## config.mk

```make
export PLATFORM = sky130hd
export DESIGN_NAME = mode_ctrl
export DESIGN_NICKNAME = d
export VERILOG_FILES = /design/src/rtl/mode_ctrl_pkg.sv /design/src/rtl/mode_ctrl_btn_edge.sv /design/src/rtl/mode_ctrl.sv
export SDC_FILE = /design/constraint.sdc
export NUM_CORES = 1
export LEC_CHECK = 0
export BUFFER_PORTS_ARGS = -buffer_cell sky130_fd_sc_hd__buf_2
export CORE_MARGIN = 4
export CORE_UTILIZATION = 55
export CTS_CLUSTER_DIAMETER = 120
export DETAILED_ROUTE_END_ITERATION = 6
export PLACE_DENSITY = 0.78
export SETUP_SLACK_MARGIN = 0.05
export SKIP_LAST_GASP = 1
export SYNTH_ARGS = -nofsm -noshare
export SYNTH_HDL_FRONTEND = slang
export SYNTH_SLANG_ARGS = --single-unit
```

## constraint.sdc

```tcl
create_clock -name CLK -period 2.4 [get_ports CLK]
set_input_delay 0.12 -clock CLK [delete_from_list [all_inputs] [get_ports CLK]]
set_output_delay 0.12 -clock CLK [all_outputs]
set_load 0.01 [all_outputs]
```

## src/rtl/mode_ctrl_pkg.sv

```systemverilog
// Shared encodings for the digital clock: OPTION mode selects, COUNT field
// selects and the mode sequencer state type.
package mode_ctrl_pkg;

  localparam logic [3:0] OPT_NORMAL = 4'b1000;
  localparam logic [3:0] OPT_ALARM  = 4'b0001;
  localparam logic [3:0] OPT_TIME   = 4'b0010;
  localparam logic [3:0] OPT_SW     = 4'b0100;

  localparam logic [3:0] FLD_NONE = 4'b0000;
  localparam logic [3:0] FLD_MIN  = 4'b0001;
  localparam logic [3:0] FLD_HOUR = 4'b0010;

  // State codes equal the OPTION encodings so the state flops drive OPTION directly
  typedef enum logic [3:0] {
    ST_NORMAL = OPT_NORMAL,
    ST_ALARM  = OPT_ALARM,
    ST_TIME   = OPT_TIME,
    ST_SW     = OPT_SW
  } state_t;

  function automatic logic is_set(input state_t s);
    return (s == ST_ALARM) || (s == ST_TIME);
  endfunction

endpackage

```

## src/rtl/mode_ctrl_btn_edge.sv

```systemverilog
// Rising-edge detector for one push-button; LAST resets high so a button
// held through reset release yields no pulse.
module btn_edge (
  input  logic clk,
  input  logic rst_n,
  input  logic btn,
  output logic pulse
);

  logic last;

  always_ff @(posedge clk or negedge rst_n) begin
    if (!rst_n) begin
      last  <= 1'b1;
      pulse <= 1'b0;
    end else begin
      last  <= btn;
      pulse <= btn & ~last;
    end
  end

endmodule

```

## src/rtl/mode_ctrl.sv

```systemverilog
// Mode and field sequencer: button edges drive the NORMAL/ALARM/TIME/STOPWATCH
// FSM, field select, display blink and idle timeout back to NORMAL.
module mode_ctrl
  import mode_ctrl_pkg::*;
#(
  parameter int unsigned CLK_DIV   = 1000,
  parameter int unsigned TIMEOUT_S = 10
) (
  input  logic       CLK,
  input  logic       RESETN,
  input  logic       MODE,
  input  logic       SEL,
  input  logic       U,
  input  logic       D,
  output logic [3:0] OPTION,
  output logic [3:0] COUNT,
  output logic       BLINK
);

  localparam int unsigned PW   = (CLK_DIV > 2) ? $clog2(CLK_DIV) : 1;
  localparam int unsigned IW   = 6;
  localparam int unsigned HALF = CLK_DIV / 2;

  logic en_mode, en_sel, en_u, en_d;

  btn_edge u_mode (.clk(CLK), .rst_n(RESETN), .btn(MODE), .pulse(en_mode));
  btn_edge u_sel  (.clk(CLK), .rst_n(RESETN), .btn(SEL),  .pulse(en_sel));
  btn_edge u_up   (.clk(CLK), .rst_n(RESETN), .btn(U),    .pulse(en_u));
  btn_edge u_dn   (.clk(CLK), .rst_n(RESETN), .btn(D),    .pulse(en_d));

  state_t          state_q, state_d;
  logic [3:0]      count_d;
  logic            blink_d;
  logic [PW-1:0]   presc_q, presc_d;
  logic [IW-1:0]   idle_q, idle_d;
  logic            tick_c, activity_c, timeout_c, entry_c;

  always_ff @(posedge CLK or negedge RESETN) begin
    if (!RESETN) begin
      state_q <= ST_NORMAL;
      COUNT   <= FLD_NONE;
      BLINK   <= 1'b1;
      presc_q <= '0;
      idle_q  <= '0;
    end else begin
      state_q <= state_d;
      COUNT   <= count_d;
      BLINK   <= blink_d;
      presc_q <= presc_d;
      idle_q  <= idle_d;
    end
  end

  assign OPTION = state_q;

  // Next state, field select, blink, prescaler and idle counter
  always_comb begin
    state_d    = state_q;
    count_d    = COUNT;
    blink_d    = BLINK;
    idle_d     = idle_q;
    tick_c     = (presc_q == PW'(CLK_DIV - 1));
    presc_d    = tick_c ? '0 : presc_q + PW'(1);
    activity_c = en_mode | en_sel | en_u | en_d;
    // U/D on the firing cycle count as fresh activity and cancel the timeout
    timeout_c  = is_set(state_q) && (idle_q == IW'(TIMEOUT_S)) && !en_u && !en_d;

    if (en_mode) begin
      case (state_q)
        ST_NORMAL: begin state_d = ST_ALARM;  count_d = FLD_MIN;  end
        ST_ALARM:  begin state_d = ST_TIME;   count_d = FLD_MIN;  end
        ST_TIME:   begin state_d = ST_SW;     count_d = FLD_NONE; end
        default:   begin state_d = ST_NORMAL; count_d = FLD_NONE; end
      endcase
    end else if (timeout_c) begin
      state_d = ST_NORMAL;
      count_d = FLD_NONE;
    end else if (en_sel && is_set(state_q)) begin
      count_d = (COUNT == FLD_MIN) ? FLD_HOUR : FLD_MIN;
    end

    entry_c = (state_d != state_q);

    if (entry_c || !is_set(state_q) || activity_c)
      idle_d = '0;
    else if (tick_c && (idle_q < IW'(TIMEOUT_S)))
      idle_d = idle_q + IW'(1);

    if (entry_c || !is_set(state_q) || en_sel)
      blink_d = 1'b1;
    else if ((presc_q == '0) || (presc_q == PW'(HALF)))
      blink_d = ~BLINK;
  end

endmodule

```

==> results.ini <==
[synth]
ys_warn_count=0
synth_ff_type=dfrtp_1
synth_top_cell_area_share=0.395
syn-cell-area_mm2=0.00158
synth_cells=161
synth_area_leaders=dfrtp_1 40%, dfstp_2 10%, nor2_1 4.7%
yosysTopAreaCell=dfrtp_1
ys_types=43
ys_seq_area_frac=0.495
synth_most_common_cell=dfrtp_1
async_reset_ff_frac=1.00
synth_edf_count=0
synth_seq_cells=31
syn_area_per_cell_um2=9.83
synth.top_cells.by_count=25 x dfrtp_1, 20 x nor2_1, 11 x nand2_1

[floorplanning]
num_rows=19
fp.dieH_um=61.6
die_w_um=61.6
coreArea_mm2=0.00276
ioPinCount=15
fp.dieArea_mm2=0.00380
start_util=0.574

[power]
leakagePower_uw=0.000711
ir_worst_vdd_v=0.000537
power.density_mw_per_mm2=551

[global_routing]
grt_first_pass_wirelength_um=4800
grt_overflow_total=0
track_usage=0.174
grt_max_degree=32
grt_pass1_vias=1064
antenna_found_initial=0

[cts]
numCtsBuffers=5
clock_sinks=31
cts-root-buf=clkbuf_4
clk_path_buf_depth=2
cts_tree=done
clock_latency_ns=0.33
htreeDepth=2
ctsResizeCount=0
clk_pin_slew_ns=0.11

[critical_path]
end_kind=flop
worstSetupStartpointType=flop
timing.setup.critical_path_class=flop to flop
worst_ep_required_time_ns=2.64
arrival_ns=1.87
crit_fanout=5

[detailed_routing]
vias=1225
ant_nets=0
viasPerCell=5.86
remaining_drc_errors=0
drt_first_pass_iters=4
post_drt_wl_per_cell_um=13.8
routed_wl_um=2880
drtIter0Drc=83

[placement]
io_buffers=12
gp_congestion=0.785
hpwl_um=2010

[timing]
hold_slack_ns=0.330
setup_tns_ns=0
rsz0062_at_grt=false
fmax_ghz=0.614
post-route-period-util=0.678
slew_violations=0
period_minus_slack_ns=1.63
setup_viol=0
skew_ns=0.0213
final_hold_viol_count=0
worst_pin_slew_ns=0.650
relSlewSlack=0.567

[layout]
drive_gt1_frac=0.169
syn2layout_area_growth_pct=11.0
final_nets=187
diodes=0

[hold_path]
min_path_type=input pin to asynchronous set/reset pin

[outcome]
outcome=complete, no violations

[job]
maxCapViolCount=0

-- path summary, 6_finish.rpt --
check                           start           end  slack (ns)  cells after the start
setup / recovery            idle_q[0]      COUNT[1]        0.77                      6
hold reg to reg            u_sel.last   u_sel.pulse        0.49                      1
hold / removal                 RESETN     OPTION[2]        0.33                      2
setup reg to reg            idle_q[0]      COUNT[1]        0.77                      6
max in group asynchronous      RESETN  u_mode.pulse        1.61                      2
min in group CLK                 MODE   u_mode.last        0.45                      2
-- cells by family (layout without fill, tap and decap cells) --
group / after synthesis / after routing / share of synthesized area
AOI/OAI and AO/OA: 28 / 28 / 0.113
buffers and inverters: 16 / 32 / 0.0466
DFF: 31 / 31 / 0.495
and+or+nand+nor: 73 / 73 / 0.267
adders and majority gates: 4 / 4 / 0.0316
other: 1 / 2 / 0.00237
xor gates and xnor gates: 8 / 8 / 0.0443
-- state kept, by name, indices dropped and copies added (netlist names) --
| name | cells |
|---|---|
| presc_q | 10 |
| idle_q | 6 |
| OPTION | 4 |
| COUNT | 2 |
| BLINK | 1 |
| u_dn.last | 1 |
| u_dn.pulse | 1 |
| u_mode.last | 1 |
| u_mode.pulse | 1 |
| u_sel.last | 1 |
| u_sel.pulse | 1 |
| u_up.last | 1 |
| u_up.pulse | 1 |
-- final cells by class --
| class | instances | area [um2] |
|---|---|---|
| fill | 219 | 1000 |
| sequential | 31 | 783 |
| multi-input combinational | 115 | 729 |
| timing repair buffer | 17 | 110 |
| clock buffer | 8 | 68.8 |
| tap | 31 | 38.8 |
| inverter | 7 | 26.3 |
-- worst max-delay path, cell delays in order, from the launching register on --
cell and delay, ns:
dfrtp_1 0.44, inv_1 0.06, ha_1 0.18, and3b_1 0.21
and3_4 0.17, or3_1 0.36, a21oi_1 0.13
-- power breakdown --
part | switching, uW | internal (uW)
registers | 20.0 | 537
clock network | 173 | 172
logic | 34.6 | 30.9
-- layer usage --
layer	up-vias	part of all wire	GRT usage
met5	-	0	0
met4	0	0.016	0.0636
met3	4	0.065	0.0566
met2	35	0.47	0.260
met1	597	0.45	0.237
li1	589	-	-
-- stage by stage --
stage	util	std cells	total power [uW]	instance area [um2]	setup WS, ns
global placement	0.594	196	623	1640	0.841
floorplan	-	162	603	1590	0.899
detailed placement	0.594	196	627	1640	0.798
CTS	0.637	209	980	1760	0.759
finish	0.637	209	967	1760	0.772
global route	0.637	209	1010	1760	0.696
-- what timing repair did --
action | CTS | global route
endpoints found under the setup margin | 0 | 0
hold buffers | 5 | 0
endpoints found under the hold margin | 29 | 0
setup buffers | 0 | 0
-- cells in the final DEF (no fill, tap or decap), types with 6 or more instances in the layout --
cell type   n
nand2_1    11
nor2b_1     7
dfrtp_1    25
inv_1       7
buf_2      12
nor2_1     20
dfstp_2     6
o21ai_0     9
nand3_1     6
Note: power is estimated with default switching activity, not from simulation.
